$ cat src/rtl/fetch_unit_pkg.sv
// Shared types and constants for the instruction fetch stage.
package fetch_pkg;

  typedef enum logic [2:0] {
    S_IDLE,
    S_ISSUE,
    S_OP,
    S_B1,
    S_B2,
    S_DONE
  } state_t;

  localparam logic [7:0] OP_NOP         = 8'h00;
  localparam logic [7:0] OP_AJMP        = 8'h01;
  localparam logic [7:0] OP_LJMP        = 8'h02;
  localparam logic [7:0] OP_INC_A       = 8'h04;
  localparam logic [7:0] OP_MOV_A_IMM   = 8'h74;
  localparam logic [7:0] OP_MOV_DIR_IMM = 8'h75;

  localparam logic [1:0] LEN_1 = 2'd1;
  localparam logic [1:0] LEN_2 = 2'd2;
  localparam logic [1:0] LEN_3 = 2'd3;

endpackage

$ cat src/rtl/fetch_unit_if.sv
// Fetch-stage bus: program ROM port, instruction handshake and jump redirect.
interface fetch_unit_if #(parameter int ADDR_W = 16);
  logic [ADDR_W-1:0] rom_addr;
  logic              rom_rd_en;
  logic [7:0]        rom_data;
  logic              instr_valid;
  logic              instr_ready;
  logic [7:0]        opcode;
  logic [7:0]        operand1;
  logic [7:0]        operand2;
  logic [1:0]        instr_len;
  logic [ADDR_W-1:0] instr_pc;
  logic [ADDR_W-1:0] next_pc;
  logic              jmp_load;
  logic [ADDR_W-1:0] jmp_addr;

  // Fetch unit side
  modport master (
    output rom_addr, rom_rd_en, instr_valid, opcode, operand1, operand2,
           instr_len, instr_pc, next_pc,
    input  rom_data, instr_ready, jmp_load, jmp_addr
  );

  // ROM / consumer / datapath side
  modport slave (
    input  rom_addr, rom_rd_en, instr_valid, opcode, operand1, operand2,
           instr_len, instr_pc, next_pc,
    output rom_data, instr_ready, jmp_load, jmp_addr
  );
endinterface

$ cat src/rtl/fetch_unit_instr_len_decode.sv
// 8051 opcode -> instruction length (1..3 bytes), full 256-entry ISA map.
// Laid out by opcode column (low nibble) then row (high nibble).
module instr_len_decode
  import fetch_pkg::*;
(
  input  logic [7:0] i_opcode,
  output logic [1:0] o_len
);

  logic [3:0] w_hi;
  logic [3:0] w_lo;

  assign w_hi = i_opcode[7:4];
  assign w_lo = i_opcode[3:0];

  // Column-wise length lookup; anything not listed is a single byte
  always_comb begin
    o_len = LEN_1;
    case (w_lo)
      4'h0: begin
        case (w_hi)
          4'h1, 4'h2, 4'h3, 4'h9:                         o_len = LEN_3;
          4'h4, 4'h5, 4'h6, 4'h7, 4'h8, 4'hA, 4'hB,
          4'hC, 4'hD:                                     o_len = LEN_2;
          default:                                        o_len = LEN_1;
        endcase
      end
      // AJMP / ACALL in every row
      4'h1: o_len = LEN_2;
      4'h2: begin
        case (w_hi)
          4'h0, 4'h1:                                     o_len = LEN_3;
          4'h4, 4'h5, 4'h6, 4'h7, 4'h8, 4'h9, 4'hA,
          4'hB, 4'hC, 4'hD:                               o_len = LEN_2;
          default:                                        o_len = LEN_1;
        endcase
      end
      4'h3: begin
        case (w_hi)
          4'h4, 4'h5, 4'h6:                               o_len = LEN_3;
          default:                                        o_len = LEN_1;
        endcase
      end
      4'h4: begin
        case (w_hi)
          4'h2, 4'h3, 4'h4, 4'h5, 4'h6, 4'h7, 4'h9:       o_len = LEN_2;
          4'hB:                                           o_len = LEN_3;
          default:                                        o_len = LEN_1;
        endcase
      end
      4'h5: begin
        case (w_hi)
          4'h7, 4'h8, 4'hB, 4'hD:                         o_len = LEN_3;
          4'hA:                                           o_len = LEN_1;
          default:                                        o_len = LEN_2;
        endcase
      end
      4'h6, 4'h7: begin
        case (w_hi)
          4'h7, 4'h8, 4'hA:                               o_len = LEN_2;
          4'hB:                                           o_len = LEN_3;
          default:                                        o_len = LEN_1;
        endcase
      end
      default: begin
        case (w_hi)
          4'h7, 4'h8, 4'hA, 4'hD:                         o_len = LEN_2;
          4'hB:                                           o_len = LEN_3;
          default:                                        o_len = LEN_1;
        endcase
      end
    endcase
  end

endmodule

$ cat src/rtl/fetch_unit.sv
// Instruction fetch: reads 1-3 program bytes from a synchronous ROM,
// presents the assembled instruction on a valid/ready handshake and
// accepts jump redirects from the datapath.
//
// state   | meaning
// S_IDLE  | post-reset, nothing in flight
// S_ISSUE | read issued at pc (after reset or jump)
// S_OP    | opcode byte returning; decode length
// S_B1    | operand1 byte returning
// S_B2    | operand2 byte returning
// S_DONE  | instruction valid, waiting for ready
module fetch_unit
  import fetch_pkg::*;
#(
  parameter int                ADDR_W       = 16,
  parameter logic [ADDR_W-1:0] RESET_VECTOR = '0
) (
  input  logic          clock,
  input  logic          reset,
  fetch_unit_if.master  bus
);

  state_t            r_state;
  logic [ADDR_W-1:0] r_pc;
  logic [ADDR_W-1:0] r_instr_pc;
  logic [ADDR_W-1:0] r_next_pc;
  logic              r_valid;
  logic [7:0]        r_opcode;
  logic [7:0]        r_op1;
  logic [7:0]        r_op2;
  logic [1:0]        r_len;

  logic [1:0]        w_len;
  logic              w_hs;
  logic              w_rd;
  logic [ADDR_W-1:0] w_addr;

  instr_len_decode u_len_decode (
    .i_opcode (bus.rom_data),
    .o_len    (w_len)
  );

  assign w_hs = r_valid && bus.instr_ready;

  // ROM request: the next byte is issued in the cycle the previous one returns.
  // A jump suppresses any read so only the redirect target is fetched.
  always_comb begin
    w_addr = r_pc;
    w_rd   = 1'b0;
    case (r_state)
      S_ISSUE: w_rd = 1'b1;
      S_OP: begin
        w_addr = r_pc + ADDR_W'(1);
        w_rd   = (w_len != LEN_1);
      end
      S_B1: begin
        w_addr = r_pc + ADDR_W'(2);
        w_rd   = (r_len == LEN_3);
      end
      S_DONE: begin
        w_addr = r_next_pc;
        w_rd   = w_hs;
      end
      default: ;
    endcase
    if (bus.jmp_load) w_rd = 1'b0;
  end

  // Fetch sequencer with registered instruction outputs
  always_ff @(posedge clock or negedge reset) begin
    if (!reset) begin
      r_state    <= S_IDLE;
      r_pc       <= RESET_VECTOR;
      r_valid    <= 1'b0;
      r_opcode   <= '0;
      r_op1      <= '0;
      r_op2      <= '0;
      r_len      <= LEN_1;
      r_instr_pc <= '0;
      r_next_pc  <= '0;
    end else if (bus.jmp_load) begin
      // Redirect wins over everything; a concurrent handshake still consumes.
      r_pc    <= bus.jmp_addr;
      r_state <= S_ISSUE;
      r_valid <= 1'b0;
    end else begin
      case (r_state)
        S_IDLE:  r_state <= S_ISSUE;
        S_ISSUE: r_state <= S_OP;
        S_OP: begin
          r_opcode   <= bus.rom_data;
          r_op1      <= '0;
          r_op2      <= '0;
          r_len      <= w_len;
          r_instr_pc <= r_pc;
          r_next_pc  <= r_pc + ADDR_W'(w_len);
          if (w_len != LEN_1) begin
            r_state <= S_B1;
          end else begin
            r_state <= S_DONE;
            r_valid <= 1'b1;
          end
        end
        S_B1: begin
          r_op1 <= bus.rom_data;
          if (r_len == LEN_3) begin
            r_state <= S_B2;
          end else begin
            r_state <= S_DONE;
            r_valid <= 1'b1;
          end
        end
        S_B2: begin
          r_op2   <= bus.rom_data;
          r_state <= S_DONE;
          r_valid <= 1'b1;
        end
        S_DONE: begin
          if (w_hs) begin
            r_pc    <= r_next_pc;
            r_valid <= 1'b0;
            r_state <= S_OP;
          end
        end
        default: r_state <= S_IDLE;
      endcase
    end
  end

  assign bus.rom_addr    = w_addr;
  assign bus.rom_rd_en   = w_rd;
  assign bus.instr_valid = r_valid;
  assign bus.opcode      = r_opcode;
  assign bus.operand1    = r_op1;
  assign bus.operand2    = r_op2;
  assign bus.instr_len   = r_len;
  assign bus.instr_pc    = r_instr_pc;
  assign bus.next_pc     = r_next_pc;

endmodule

$ cat src/flat_wrapper.sv
// flat-port wrapper written by rule: the top's interface ports become plain ports
module fetch_unit_flat import fetch_pkg::*;
#(
  parameter int                ADDR_W       = 16,
  parameter logic [ADDR_W-1:0] RESET_VECTOR = '0
)
  (clock, reset, bus_rom_addr, bus_rom_rd_en, bus_instr_valid, bus_opcode, bus_operand1, bus_operand2, bus_instr_len, bus_instr_pc, bus_next_pc, bus_rom_data, bus_instr_ready, bus_jmp_load, bus_jmp_addr);
  fetch_unit_if #(.ADDR_W(ADDR_W)) bus_i ();
  input  logic clock;
  input  logic reset;
  output wire logic [$bits(bus_i.rom_addr)-1:0] bus_rom_addr;
  output wire logic [$bits(bus_i.rom_rd_en)-1:0] bus_rom_rd_en;
  output wire logic [$bits(bus_i.instr_valid)-1:0] bus_instr_valid;
  output wire logic [$bits(bus_i.opcode)-1:0] bus_opcode;
  output wire logic [$bits(bus_i.operand1)-1:0] bus_operand1;
  output wire logic [$bits(bus_i.operand2)-1:0] bus_operand2;
  output wire logic [$bits(bus_i.instr_len)-1:0] bus_instr_len;
  output wire logic [$bits(bus_i.instr_pc)-1:0] bus_instr_pc;
  output wire logic [$bits(bus_i.next_pc)-1:0] bus_next_pc;
  input wire logic [$bits(bus_i.rom_data)-1:0] bus_rom_data;
  input wire logic [$bits(bus_i.instr_ready)-1:0] bus_instr_ready;
  input wire logic [$bits(bus_i.jmp_load)-1:0] bus_jmp_load;
  input wire logic [$bits(bus_i.jmp_addr)-1:0] bus_jmp_addr;
  assign bus_rom_addr = bus_i.rom_addr;
  assign bus_rom_rd_en = bus_i.rom_rd_en;
  assign bus_instr_valid = bus_i.instr_valid;
  assign bus_opcode = bus_i.opcode;
  assign bus_operand1 = bus_i.operand1;
  assign bus_operand2 = bus_i.operand2;
  assign bus_instr_len = bus_i.instr_len;
  assign bus_instr_pc = bus_i.instr_pc;
  assign bus_next_pc = bus_i.next_pc;
  assign bus_i.rom_data = bus_rom_data;
  assign bus_i.instr_ready = bus_instr_ready;
  assign bus_i.jmp_load = bus_jmp_load;
  assign bus_i.jmp_addr = bus_jmp_addr;
  fetch_unit #(.ADDR_W(ADDR_W), .RESET_VECTOR(RESET_VECTOR)) u_core (.clock(clock), .reset(reset), .bus(bus_i));
endmodule
$ cat config.mk
export PLATFORM = sky130hd
export DESIGN_NAME = fetch_unit_flat
export DESIGN_NICKNAME = d
export VERILOG_FILES = /design/src/rtl/fetch_unit_pkg.sv /design/src/rtl/fetch_unit_if.sv /design/src/rtl/fetch_unit_instr_len_decode.sv /design/src/rtl/fetch_unit.sv /design/src/flat_wrapper.sv
export SDC_FILE = /design/constraint.sdc
export NUM_CORES = 1
export LEC_CHECK = 0
export BUFFER_PORTS_ARGS = -buffer_cell sky130_fd_sc_hd__clkbuf_2
export CAP_MARGIN = 20
export CORE_MARGIN = 2
export CORE_UTILIZATION = 50
export DETAILED_ROUTE_END_ITERATION = 10
export GPL_ROUTABILITY_DRIVEN = 1
export PLACE_DENSITY = 0.84
export SLEW_MARGIN = 5
export SYNTH_ARGS = -nofsm -noshare
export SYNTH_HDL_FRONTEND = slang
export SYNTH_SLANG_ARGS = --single-unit
$ cat constraint.sdc
create_clock -name clock -period 1.9 [get_ports clock]
set_input_delay 0.19 -clock clock [delete_from_list [all_inputs] [get_ports clock]]
set_output_delay 0.19 -clock clock [all_outputs]
set_load 0.05 [all_outputs]
Word level (Yosys, flattened, before mapping). Memory sizes are Yosys's and may differ from the RTL's. Index checks and enable logic that the tools add are counted.

$add $sub $neg: 3. Equality and inequality tests: 25. Multiplexer cells: 23. Bitwise gates (word level): 1. Reductions and logical operators: 18.

Operators with widths (number): 16-bit two-way mux (3); 16-bit one-hot mux with 3 select lines (1); 4-bit by 3-bit equality test with 1-bit output, second input constant (8); 8-bit one-hot mux with 2 select lines (2); 3-bit one-hot mux with 6 select lines (1); 16-bit by 1-bit adder with 16-bit output, second input constant (1); 16-bit by 2-bit adder with 16-bit output (1); 16-bit by 2-bit adder with 16-bit output, second input constant (1); 4-bit equality test, second input constant (4); 2-bit one-hot mux with 7 select lines (1); 2-bit one-hot mux with 2 select lines (3); 3-bit two-way mux (3); 4-bit by 2-bit equality test with 1-bit output, second input constant (2); 1-bit one-hot mux with 4 select lines (2); 2-bit AND reduction (4); 2-bit nonzero test (4); 4-bit OR reduction (2); 3-bit by 2-bit equality test with 1-bit output, second input constant (2); 3-bit equality test, second input constant (2); 1-bit two-way mux (6); 3-bit inequality test, second input constant (2); 3-bit OR reduction (2); 5-bit nonzero test (1); 4-bit by 1-bit equality test with 1-bit output, second input constant (1); 11 further kinds (11).

Bits in read-only memories: 96. Memories kept: 3. Register bits after elaboration: 78. Bits of input ports: 28.

Memory list: (no name shown) (depth 16, width 2, rd ports 1, clocked after Yosys merged registers in 0, wr ports 0, line fetch_unit_instr_len_decode.sv:21) `case (w_hi)`; (no name shown) (depth 16, width 2, rd ports 1, clocked after Yosys merged registers in 0, wr ports 0, line fetch_unit_instr_len_decode.sv:31) `case (w_hi)`; (no name shown) (depth 16, width 2, rd ports 1, clocked after Yosys merged registers in 0, wr ports 0, line fetch_unit_instr_len_decode.sv:45) `case (w_hi)`.

Longest topological paths before layout. Gate-level depths: netlist of run 1.

Word-level depth: 8. Depth in mapped cells: 12. Mapped depth without buffers: 11.

Cells and area by module. From an unflattened synthesis of run 1, not the netlist that was laid out.

Cell total of the unflattened synthesis: 583. Area total of the unflattened synthesis: 4789.6 um^2.

Modules (own cells, without submodules): fetch_unit (instances 1, cells an instance 530, area each 4445.5 um^2, sequential area each 1953.1 um^2); instr_len_decode (instances 1, cells an instance 53, area each 344.1 um^2, sequential area each 0.0 um^2).

Worst setup path after synthesis of run 1. OpenSTA, ideal clock, no wires.

Kind: register to output. Start: register u_core.r_pc[1]. End: output bus_rom_addr[13]. Arrival: 2970 ps. Setup slack: -1260 ps. Cell stages (with the launch flop): 8. Required time: 1710 ps. Path through: dfrtp_1 ha_1 clkbuf_1 inv_1 nor4_1 mux2i_1 nand2_1 a311oi_1.

Longest elaborated chain between the ends: 2. Elaborated cells on any way between the ends: 3.

RTL lines: from (decl) (line fetch_unit.sv:24) `logic [ADDR_W-1:0] r_pc;`; from (signal assigned) (line fetch_unit.sv:83) `r_pc <= bus.jmp_addr;`; from (signal assigned) (line fetch_unit.sv:120) `r_pc <= r_next_pc;`; 16-bit by 2-bit adder with 16-bit output or 16-bit by 1-bit adder with 16-bit output (tied branches) (line fetch_unit.sv:57, fetch_unit.sv:53); 16-bit one-hot mux with 3 select lines * (line fetch_unit.sv:50) `case (r_state)`; to (decl) (line flat_wrapper.sv:11) `output wire logic [$bits(bus_i.rom_addr)-1:0] bus_rom_addr;`.

Every way passes the cells marked *; elsewhere a longest branch is shown, timed or not.

Final worst setup path of run 1.
Start: register u_core.r_pc[1]. End: output bus_rom_addr[3].

Same word-level chain as after synthesis.

==> results.sh, run 1 <==
export IMPL_synth_area_top_cells="dfrtp_1 (41%), nand2_1 (11%), mux2i_1 (3.6%)"
export IMPL_critPathKind="reg2out"
export IMPL_initial_core_util=0.512
export IMPL_fin_cells=896
export IMPL_internal_power_mw=6.37
export IMPL_peakVddDrop_v=0.00143
export IMPL_crit_family="compound AO/OA/AOI/OAI gates"
export IMPL_p_sw_frac=0.537
export IMPL_ys_ff_latch=78
export IMPL_dp_hpwl_um=11800
export IMPL_total_leakage_power_nw=3.70
export IMPL_cts_inserted_buffers=9
export IMPL_synthAdderAreaFrac=0.0149
export IMPL_yosys_area_share_simple=0.236
export IMPL_dp_cells=845
export IMPL_cts_root_buf="clkbuf_8"
export IMPL_fin_skew_ns=0.0116
export IMPL_cp_arrival_ns=2.41
export IMPL_maxCapViolCount=0
export IMPL_syn_inst=567
export IMPL_yosysUniqueCellTypes=67
export IMPL_portBuffers=103
export IMPL_worstMarginPinSlew_ns=0.488
export IMPL_multiInputGateArea_um2=3340
export IMPL_antenna_found_initial=0
export IMPL_cp_slowest_stage_delay_ns=0.48
export IMPL_antenna_left=0
export IMPL_place_congestion=0.919
export IMPL_fmax_mhz=384
export IMPL_grt_usage=0.340
export IMPL_drtIter0Drc=806
export IMPL_die_y_um=101
export IMPL_clk_path_buf_depth=2
export IMPL_vias=5935
export IMPL_synth_top_cell_area_share=0.411
export IMPL_rows=35
export IMPL_synth_fp_nets=600
export IMPL_io_pins=104
export IMPL_syn_area_um2=4690
export IMPL_period_needed_ns=2.60
export IMPL_pwr_share_seq=0.216
export IMPL_synth_xor_xnor_area_share=0.0392
export IMPL_grt_pass1_wl_um=26800
export IMPL_tritoncts="built"
export IMPL_outcome="complete, but fails checks"
export IMPL_ys_flop_type="dfrtp_1"
export IMPL_via_per_inst=6.62
export IMPL_synth_compound_area_frac=0.202
export IMPL_seq_area_um2=1960
export IMPL_fillCellCount=447
export IMPL_drive_above_1_share=0.487
export IMPL_min_period_over_period=1.37
export IMPL_clock_latency_ns=0.36
export IMPL_slowest_stage="dfrtp_2"
export IMPL_finalSetupTns_ns=-14.43
export IMPL_cp_start_kind="flip-flop"
export IMPL_grt_overflow_total=0
export IMPL_finalMaxSlewViolations=0
export IMPL_final_setup_viol_count=33
export IMPL_routed_wl_um=21000
export IMPL_critPathBufInv=3
export IMPL_power_density_nw_per_um2=1770
export IMPL_die_area_um2=10200
export IMPL_cp_max_fo=4
export IMPL_die_w_um=101
export IMPL_violations="negative setup slack"
export IMPL_remaining_drc_errors=0
export IMPL_hp_class="in2reg"
export IMPL_final_common_cell="nand2_1"
export IMPL_critPathRequiredTime_ns=1.71
export IMPL_synth_area_leader_cell="dfrtp_1"
export IMPL_final_nets=813
export IMPL_power_frac_clock=0.095
export IMPL_muxShareOfSynthArea=0.0387
export IMPL_fin_ws_ns=-0.701
export IMPL_synthArstFlopShare=1.00
export IMPL_synth_top_family_by_area="simple AND/OR/NAND/NOR gates"
export IMPL_syn_area_per_cell_um2=8.27
export IMPL_pre_cts_slack_ns=-0.781
export IMPL_p_sw_mw=7.39
export IMPL_final_area_um2=7780
export IMPL_clk_pin_slew_ns=0.09
export IMPL_cts_sinks=78
export IMPL_final_cell_mix="nand2_1 (128), buf_4 (116), clkbuf_2 (78)"
export IMPL_ys_warnings_count=0
export IMPL_crit_path_end_kind="primary output"
export IMPL_synth_seq_area_share=0.417
export IMPL_p_comb_frac=0.688
export IMPL_path_cells="ha_4 > buf_12 > buf_4 > xnor2_1 > o21ai_1 > o21ai_1 > a21boi_2 > a2bb2oi_4 > buf_12"
export IMPL_hold_viol_final=0
export IMPL_htreeDepth=3
export IMPL_syn2layout_area_growth_pct=66.1
export IMPL_grt_max_degree=52
export IMPL_grt_pass1_vias=5299
export IMPL_num_antenna_cells=0
export IMPL_drtPass1Iterations=6
export IMPL_relSlewSlack=0.675
export IMPL_placed_area_um2=6400
export IMPL_wl_per_cell_um=23.5
export IMPL_synth_edf_count=0
export IMPL_utilization=0.851
export IMPL_core_area_um2=9150
export IMPL_rsz0062_at_grt="true"
[flip-flops by register name, indices dropped and copies added, names as in the netlist]
register,count
u_core.bus.instr_valid,1
u_core.bus.instr_pc,16
u_core.r_pc,16
u_core.bus.next_pc,16
u_core.bus.operand2,8
u_core.bus.operand1,8
u_core.bus.opcode,8
u_core.bus.instr_len,2
u_core.r_state,3
[logic make-up (layout without fill, tap and decap cells)]
| kind of cell | Yosys count | count (layout) |
|---|---|---|
| compound gates | 144 | 144 |
| xor+xnor | 21 | 21 |
| fa+ha+maj | 5 | 5 |
| buf+inv | 61 | 279 |
| flops | 78 | 78 |
| mux | 18 | 18 |
| simple gates | 240 | 240 |
[through the flow]
step                      hold slack [ns]  total power, mW
after CTS                           0.100             12.8
final                              0.0931             13.8
after global routing                0.131             14.2
after detailed placement            0.177             10.9
after global placement              0.164             10.7
after floorplan                    -0.106             8.04
[layer usage]
metal,up-vias,GRT usage,part of all wire
met4,0,0.134,0.062
met1,2849,0.459,0.37
met3,139,0.0798,0.11
met5,-,0,0
li1,2433,-,-
met2,514,0.530,0.46
[worst paths after layout]
path | startpoint | cells after the start | slack, ns | end
max | u_core.r_pc[1] | 9 | -0.70 | bus_rom_addr[3]
min | bus_jmp_addr[14] | 3 | 0.09 | u_core.r_pc[14]
max reg2reg | u_core.r_pc[0] | 10 | -0.17 | u_core.bus.next_pc[6]
min reg2reg | u_core.bus.instr_pc[9] | 2 | 0.48 | u_core.bus.instr_pc[9]
max in group asynchronous | reset | 3 | 0.82 | u_core.r_pc[6]
min in group asynchronous | reset | 2 | 0.33 | u_core.bus.next_pc[15]
[Yosys cell counts, drive strengths merged, types with 3 or more instances]
master and count:
a22o 9, buf 17, o311ai 3, or3 4, nand4 8, o22ai 4
nand3 14, nand2b 7, o21a 6, a21oi 19, nand2 138, xor2 8
nor4 8, o31ai 6, xnor2 13, clkbuf 32, inv 12, and3 7
o21ai 54, mux2i 17, ha 4, nor3 16, o211ai 7, nor2 26
a21o 3, dfrtp 77, a31oi 7, a211oi 4
[worst reg2reg max path, delay by kind of cell, from the launching register on]
family | cells | cell delay [ns]
adders and majority gates | 2 | 0.61
buffers and inverters | 4 | 0.52
AOI/OAI and AO/OA | 1 | 0.07
and+or+nand+nor | 2 | 0.15
xor gates and xnor gates | 1 | 0.14
DFF | 1 | 0.45
[power groups by stage]
| stage | sequential, mW | clock (mW) | combinational [mW] |
|---|---|---|---|
| 2_1_floorplan | 4.62 | 0 | 3.42 |
| 3_3_place_gp | 2.87 | 0 | 7.82 |
| 3_5_place_dp | 2.91 | 0 | 7.95 |
| 4_1_cts | 2.92 | 1.29 | 8.59 |
| 5_1_grt | 3.03 | 1.38 | 9.78 |
| 6_report | 2.98 | 1.31 | 9.47 |
[timing repair]
item,CTS,global route
pin swaps,35,48
endpoints found under the setup margin,40,33
hold buffers,1,0
gates resized for setup,86,115
buffers inserted,16,27
endpoints found under the hold margin,31,0
[cell type report]
cell class,instances,share of cell area
sequential,78,0.252
clock inverter,5,0.00755
multi-input combinational,428,0.429
inverter,12,0.00755
clock buffer,11,0.0182
timing repair buffer,251,0.267
tap,111,0.0178
No activity file was read; power rests on OpenSTA's default activity.
==> run 2, diff against run 1 <==
--- a/config.mk
+++ b/config.mk
@@ -5,13 +5,14 @@
 export SDC_FILE = /design/constraint.sdc
 export NUM_CORES = 1
 export LEC_CHECK = 0
+export ABC_AREA = 1
 export BUFFER_PORTS_ARGS = -buffer_cell sky130_fd_sc_hd__clkbuf_2
 export CAP_MARGIN = 20
 export CORE_MARGIN = 2
-export CORE_UTILIZATION = 50
+export CORE_UTILIZATION = 49
 export DETAILED_ROUTE_END_ITERATION = 10
 export GPL_ROUTABILITY_DRIVEN = 1
-export PLACE_DENSITY = 0.84
+export PLACE_DENSITY = 0.83
 export SLEW_MARGIN = 5
 export SYNTH_ARGS = -nofsm -noshare
 export SYNTH_HDL_FRONTEND = slang
==> run 2 against run 1 <==
  * The run still ends with negative setup slack left
  * First-iteration DRC count down 12%
  * Power up 2.4%
  * Worst setup slack better by 0.20 ns
  * Final area down 4.6%
  * Non-clock buffer count down 23
  * Synthesized area down 3.3%
  * Cell count up 5.0%
==> results.sh, run 2 <==
export IMPL_cts_inserted_buffers=9
export IMPL_grt_pass1_vias=5419
export IMPL_crit_top_cell="nor2_4"
export IMPL_portBuffers=103
export IMPL_rsz0062_at_grt="true"
export IMPL_cp_arrival_ns=2.21
export IMPL_clk_pin_slew_ns=0.09
export IMPL_violations="negative setup slack"
export IMPL_crit_path_end_kind="primary output"
export IMPL_synth_compound_area_frac=0.186
export IMPL_cp_max_fo=5
export IMPL_syn2layout_area_growth_pct=63.7
export IMPL_htreeDepth=3
export IMPL_maxCapViolCount=0
export IMPL_drtIter0Drc=706
export IMPL_relSlewSlack=0.625
export IMPL_cp_slowest_stage_delay_ns=0.44
export IMPL_synthAdderAreaFrac=0.0155
export IMPL_critPathRequiredTime_ns=1.71
export IMPL_core_area_um2=9110
export IMPL_dp_cells=875
export IMPL_fin_cells=941
export IMPL_dp_hpwl_um=11400
export IMPL_die_y_um=100
export IMPL_final_setup_viol_count=29
export IMPL_final_cell_mix="nand2_1 (136), buf_4 (98), clkbuf_2 (79)"
export IMPL_antenna_left=0
export IMPL_grt_pass1_wl_um=27200
export IMPL_ys_ff_latch=78
export IMPL_ys_flop_type="dfrtp_1"
export IMPL_remaining_drc_errors=0
export IMPL_antenna_found_initial=0
export IMPL_wl_per_cell_um=21.9
export IMPL_synth_fp_nets=644
export IMPL_muxShareOfSynthArea=0
export IMPL_cts_sinks=78
export IMPL_cp_start_kind="flip-flop"
export IMPL_synth_area_top_cells="dfrtp_1 (42%), nand2_1 (13%), o21ai_0 (8.2%)"
export IMPL_hp_start="bus_jmp_addr[8]"
export IMPL_die_area_um2=10000
export IMPL_vias=5926
export IMPL_grt_max_degree=45
export IMPL_power_total_mw=14.1
export IMPL_r2r_start="u_core.r_pc[1]"
export IMPL_total_leakage_power_nw=3.58
export IMPL_min_period_over_period=1.27
export IMPL_rows=35
export IMPL_yosysUniqueCellTypes=42
export IMPL_critPathKind="reg2out"
export IMPL_worstMarginPinSlew_ns=0.562
export IMPL_drive_above_1_share=0.478
export IMPL_initial_core_util=0.498
export IMPL_synth_top_family_by_area="simple AND/OR/NAND/NOR gates"
export IMPL_syn_inst=611
export IMPL_critPathBufInv=2
export IMPL_grt_usage=0.347
export IMPL_drtPass1Iterations=5
export IMPL_place_congestion=0.968
export IMPL_fmax_mhz=416
export IMPL_fin_skew_ns=0.0169
export IMPL_syn_area_um2=4530
export IMPL_utilization=0.815
export IMPL_io_pins=104
export IMPL_synth_edf_count=0
export IMPL_synthArstFlopShare=1.00
export IMPL_path_cells="buf_4 > nand2_2 > nor2_4 > nand2_4 > nor2_4 > nand2_1 > o21ai_0 > nand4_1 > buf_12"
export IMPL_crit_family="simple AND/OR/NAND/NOR gates"
export IMPL_synth_xor_xnor_area_share=0.0116
export IMPL_synth_area_leader_cell="dfrtp_1"
export IMPL_hp_class="in2reg"
export IMPL_cts_root_buf="clkbuf_8"
export IMPL_synth_top_cell_area_share=0.425
export IMPL_outcome="complete, but fails checks"
export IMPL_routed_wl_um=20600
export IMPL_grt_overflow_total=0
export IMPL_synth_seq_area_share=0.431
export IMPL_hold_viol_final=0
export IMPL_fin_ws_ns=-0.504
export IMPL_period_needed_ns=2.40
export IMPL_syn_area_per_cell_um2=7.42
export IMPL_final_nets=858
export IMPL_yosys_area_share_simple=0.272
export IMPL_synthTopCellsByCount="nand2_1 (162), dfrtp_1 (77), o21ai_0 (74), inv_1 (56)"
export IMPL_slowest_stage="dfrtp_2"
export IMPL_power_density_nw_per_um2=1900
export IMPL_clock_latency_ns=0.38
export IMPL_final_common_cell="nand2_1"
export IMPL_num_antenna_cells=0
export IMPL_finalMaxSlewViolations=0
export IMPL_tritoncts="built"
export IMPL_die_w_um=100
export IMPL_startpoint="u_core.r_pc[2]"
export IMPL_peakVddDrop_v=0.00132
export IMPL_synth_most_common_cell="nand2_1"
export IMPL_clk_path_buf_depth=2
export IMPL_ys_warnings_count=0
export IMPL_via_per_inst=6.30
run 2: metrics by stage:
| stage | setup WS (ns) | setup TNS (ns) | cell area [um2] | hold slack, ns |
|---|---|---|---|---|
| after floorplan | -0.0977 | -0.404 | 4640 | -0.106 |
| after global placement | -0.408 | -4.84 | 6000 | 0.200 |
| after detailed placement | -0.459 | -5.67 | 6000 | 0.213 |
| after CTS | -0.277 | -2.25 | 6830 | 0.0726 |
| after global routing | -0.573 | -6.76 | 7420 | 0.0562 |
| final | -0.504 | -5.43 | 7420 | 0.0542 |
run 2: kinds of logic after synthesis:
kind of cell,after synthesis
simple gates,286
compound gates,143
buf+inv,93
flops,78
xor+xnor,6
fa+ha+maj,5
run 2: tightest hold or removal path, delay by kind of cell:
kind | cells | cell delay [ns]
compound gates | 2 | 0.13
buf+inv | 1 | 0.08
run 2: path summary, 6_finish.rpt:
check,end,slack (ns),cells past startpoint
max,bus_rom_addr[12],-0.50,9
min,u_core.r_pc[8],0.05,3
max reg2reg,u_core.bus.next_pc[9],-0.12,10
min reg2reg,u_core.bus.instr_pc[12],0.48,2
max in group asynchronous,u_core.r_pc[7],0.93,3
min in group asynchronous,u_core.bus.instr_pc[5],0.33,2
run 2: what timing repair did:
| item | in CTS | in global routing |
|---|---|---|
| endpoints found under the hold margin | 36 | 0 |
| setup endpoints to repair | 26 | 32 |
| buffers inserted | 31 | 19 |
| hold buffers | 1 | 0 |
| resized for setup | 114 | 123 |
| pin swaps | 43 | 52 |
run 2: final cells by class:
class	instances	area, um2
timing repair buffer	228	1910
sequential	78	1960
inverter	68	313
fill	496	1690
multi-input combinational	440	2900
tap	111	139
clock buffer	11	141
clock inverter	5	58.8
run 2: report_power, final:
group / leakage (nW) / switching (mW) / internal (mW)
logic: 2.52 / 6.41 / 3.34
registers: 0.959 / 0.626 / 2.38
clock network: 0.0955 / 0.699 / 0.644
total: 3.58 / 7.73 / 6.37
run 2: layer usage:
| metal | GRT usage | vias to the layer above | routed length [um] |
|---|---|---|---|
| met5 | 0 | - | 0 |
| met4 | 0.199 | 0 | 1630 |
| met3 | 0.0585 | 185 | 2110 |
| met2 | 0.582 | 516 | 9820 |
| met1 | 0.422 | 2754 | 7030 |
| li1 | - | 2471 | - |
==> run 3, diff against run 2 <==
--- a/config.mk
+++ b/config.mk
@@ -13,6 +13,7 @@
 export DETAILED_ROUTE_END_ITERATION = 10
 export GPL_ROUTABILITY_DRIVEN = 1
 export PLACE_DENSITY = 0.83
+export REMOVE_ABC_BUFFERS = 1
 export SLEW_MARGIN = 5
 export SYNTH_ARGS = -nofsm -noshare
 export SYNTH_HDL_FRONTEND = slang
==> run 3 against run 2 <==
  * The flow still finishes with violations (negative setup slack)
  * Hold slack got worse by 0.00067 ns
  * Clock power is 16% higher
  * Die area is the same
  * Utilization grew 3.7 points
  * Critical path type unchanged
  * Critical endpoint is now bus_rom_addr[10]
  * Largest power group unchanged
  * Highest routed layer unchanged
==> results.sh, run 3 (synthesis gave the netlist of run 2 again) <==
export IMPL_finalMaxSlewViolations=0
export IMPL_maxCapViolCount=0
export IMPL_wl_per_cell_um=22.6
export IMPL_cp_slowest_stage_delay_ns=0.42
export IMPL_cts_root_buf="clkbuf_8"
export IMPL_pre_cts_slack_ns=-0.585
export IMPL_hold_viol_final=0
export IMPL_htreeDepth=3
export IMPL_cts_inserted_buffers=9
export IMPL_drtPass1Iterations=8
export IMPL_rows=35
export IMPL_final_common_cell="nand2_1"
export IMPL_via_per_inst=6.48
export IMPL_final_setup_viol_count=64
export IMPL_violations="negative setup slack"
export IMPL_r2r_start="u_core.r_state[1]"
export IMPL_cp_max_fo=5
export IMPL_antenna_left=0
export IMPL_remaining_drc_errors=0
export IMPL_outcome="complete, but fails checks"
export IMPL_clock_latency_ns=0.39
export IMPL_core_area_um2=9110
export IMPL_power_density_nw_per_um2=1840
export IMPL_grt_max_degree=48
export IMPL_crit_top_cell="nor2_4"
export IMPL_dp_hpwl_um=10700
export IMPL_total_leakage_power_nw=3.72
export IMPL_hp_start="bus_jmp_addr[12]"
export IMPL_relSlewSlack=0.658
export IMPL_worstMarginPinSlew_ns=0.513
export IMPL_r2r_end="u_core.bus.next_pc[3]"
export IMPL_internal_power_mw=6.48
export IMPL_period_needed_ns=2.41
export IMPL_slowest_stage="dfrtp_1"
export IMPL_final_cell_mix="nand2_1 (132), buf_4 (105), clkbuf_2 (79)"
export IMPL_die_area_um2=10000
export IMPL_die_y_um=100
export IMPL_initial_core_util=0.498
export IMPL_final_nets=871
export IMPL_cp_arrival_ns=2.22
export IMPL_utilization=0.852
export IMPL_reg2reg_slack_ns=-0.25
export IMPL_p_sw_frac=0.547
export IMPL_syn2layout_area_growth_pct=71.2
export IMPL_rsz0062_at_grt="true"
export IMPL_grt_overflow_total=0
export IMPL_path_cells="inv_2 > nor2_4 > inv_4 > nor2_4 > buf_6 > o31ai_2 > a21oi_1 > nor2_1 > nand3_2 > buf_12"
export IMPL_cp_start_kind="flip-flop"
export IMPL_clk_pin_slew_ns=0.09
export IMPL_clk_path_buf_depth=2
export IMPL_drtIter0Drc=786
export IMPL_r2r_cells=10
export IMPL_hp_class="in2reg"
export IMPL_num_antenna_cells=0
export IMPL_fillCellCount=442
export IMPL_critPathRequiredTime_ns=1.71
export IMPL_p_sw_mw=7.83
export IMPL_place_congestion=0.994
export IMPL_fmax_mhz=415
export IMPL_min_period_over_period=1.27
export IMPL_drive_above_1_share=0.517
export IMPL_critPathKind="reg2out"
export IMPL_p_comb_frac=0.683
export IMPL_fin_ws_ns=-0.510
export IMPL_peakVddDrop_v=0.00164
export IMPL_grt_pass1_vias=5427
export IMPL_antenna_found_initial=0
export IMPL_cts_sinks=78
export IMPL_whs_endpoint="u_core.r_pc[12]"
export IMPL_routed_wl_um=21600
export IMPL_fin_skew_ns=0.0104
export IMPL_grt_pass1_wl_um=26900
export IMPL_tritoncts="built"
export IMPL_vias=6179
export IMPL_portBuffers=103
export IMPL_grt_usage=0.340
export IMPL_pwr_share_seq=0.209
export IMPL_io_pins=104
export IMPL_power_frac_clock=0.109
export IMPL_die_w_um=100
export IMPL_crit_path_end_kind="primary output"
export IMPL_hold_depth=3
-- run 3: cell count changes in the layout (fill, tap and decap cells not counted), moves of 5 or more --
| cell | previous run | this run |
|---|---|---|
| nand3_2 | 14 | 22 |
| nand2_2 | 18 | 23 |
| buf_4 | 98 | 105 |
| o21ai_2 | 8 | 22 |
| o21ai_0 | 52 | 35 |
| nand3_1 | 32 | 22 |
-- run 3: worst max path at each step --
stage / startpoint / endpoint / slack (ns) / cells after the start
final: u_core.r_state[1] / bus_rom_addr[10] / -0.51 / 10
after global routing: u_core.r_pc[1] / bus_rom_addr[7] / -0.53 / 9
after CTS: u_core.r_pc[1] / bus_rom_addr[12] / -0.32 / 9
after detailed placement: bus_rom_data[6] / u_core.bus.next_pc[10] / -0.58 / 17
after global placement: bus_rom_data[5] / u_core.bus.next_pc[8] / -0.50 / 17
after floorplan: u_core.r_state[2] / bus_rom_rd_en / -0.42 / 7
-- run 3: critical path, delay by kind of cell (launching register included) --
kind	cells	cell delay (ns)
buffers and inverters	4	0.49
DFF	1	0.42
AOI/OAI and AO/OA	2	0.28
and+or+nand+nor	4	0.65
-- run 3: power by group through the flow --
stage	logic (mW)	registers (mW)	clock network (mW)
3_5_place_dp	7.83	2.90	0
2_1_floorplan	2.77	4.96	0
4_1_cts	8.68	2.88	1.50
3_3_place_gp	7.71	2.86	0
6_report	9.77	2.98	1.55
5_1_grt	10.1	3.04	1.60
-- run 3: layout make-up --
| type | count | area (um2) | area share |
|---|---|---|---|
| inverters | 68 | 318 | 0.0409 |
| well taps | 111 | 139 | 0.0179 |
| multi-input cells | 440 | 3020 | 0.389 |
| clock buffers | 9 | 124 | 0.0160 |
| repair buffers | 241 | 2100 | 0.270 |
| clock inverters | 7 | 104 | 0.0134 |
| flip-flops and latches | 78 | 1960 | 0.252 |
-- run 3: per-layer routing --
| metal | up-vias | wire length [um] | GRT usage |
|---|---|---|---|
| met5 | - | 0 | 0 |
| met4 | 0 | 1760 | 0.163 |
| met3 | 195 | 2380 | 0.0655 |
| met2 | 586 | 10100 | 0.578 |
| met1 | 2889 | 7330 | 0.416 |
| li1 | 2509 | - | - |
-- run 3: repair_timing --
item                                   in CTS  in global routing
resized for setup                         135                193
hold buffers                                1                  0
buffers inserted                           31                 36
cloned                                      1                  3
endpoints found under the hold margin      31                  0
pin swaps                                  41                 54
setup endpoints to repair                  30                 49
-- run 3: metrics by stage --
step / TNS (ns) / power [mW] / hold slack, ns / instance area [um2] / instances
CTS: -3.03 / 13.1 / 0.0532 / 6790 / 920
floorplan: -3.14 / 7.73 / -0.106 / 4410 / 586
detailed placement: -7.28 / 10.7 / 0.172 / 5860 / 871
finish: -9.31 / 14.3 / 0.0536 / 7760 / 954
global placement: -6.12 / 10.6 / 0.164 / 5860 / 871
global route: -12.60 / 14.8 / 0.0653 / 7760 / 954
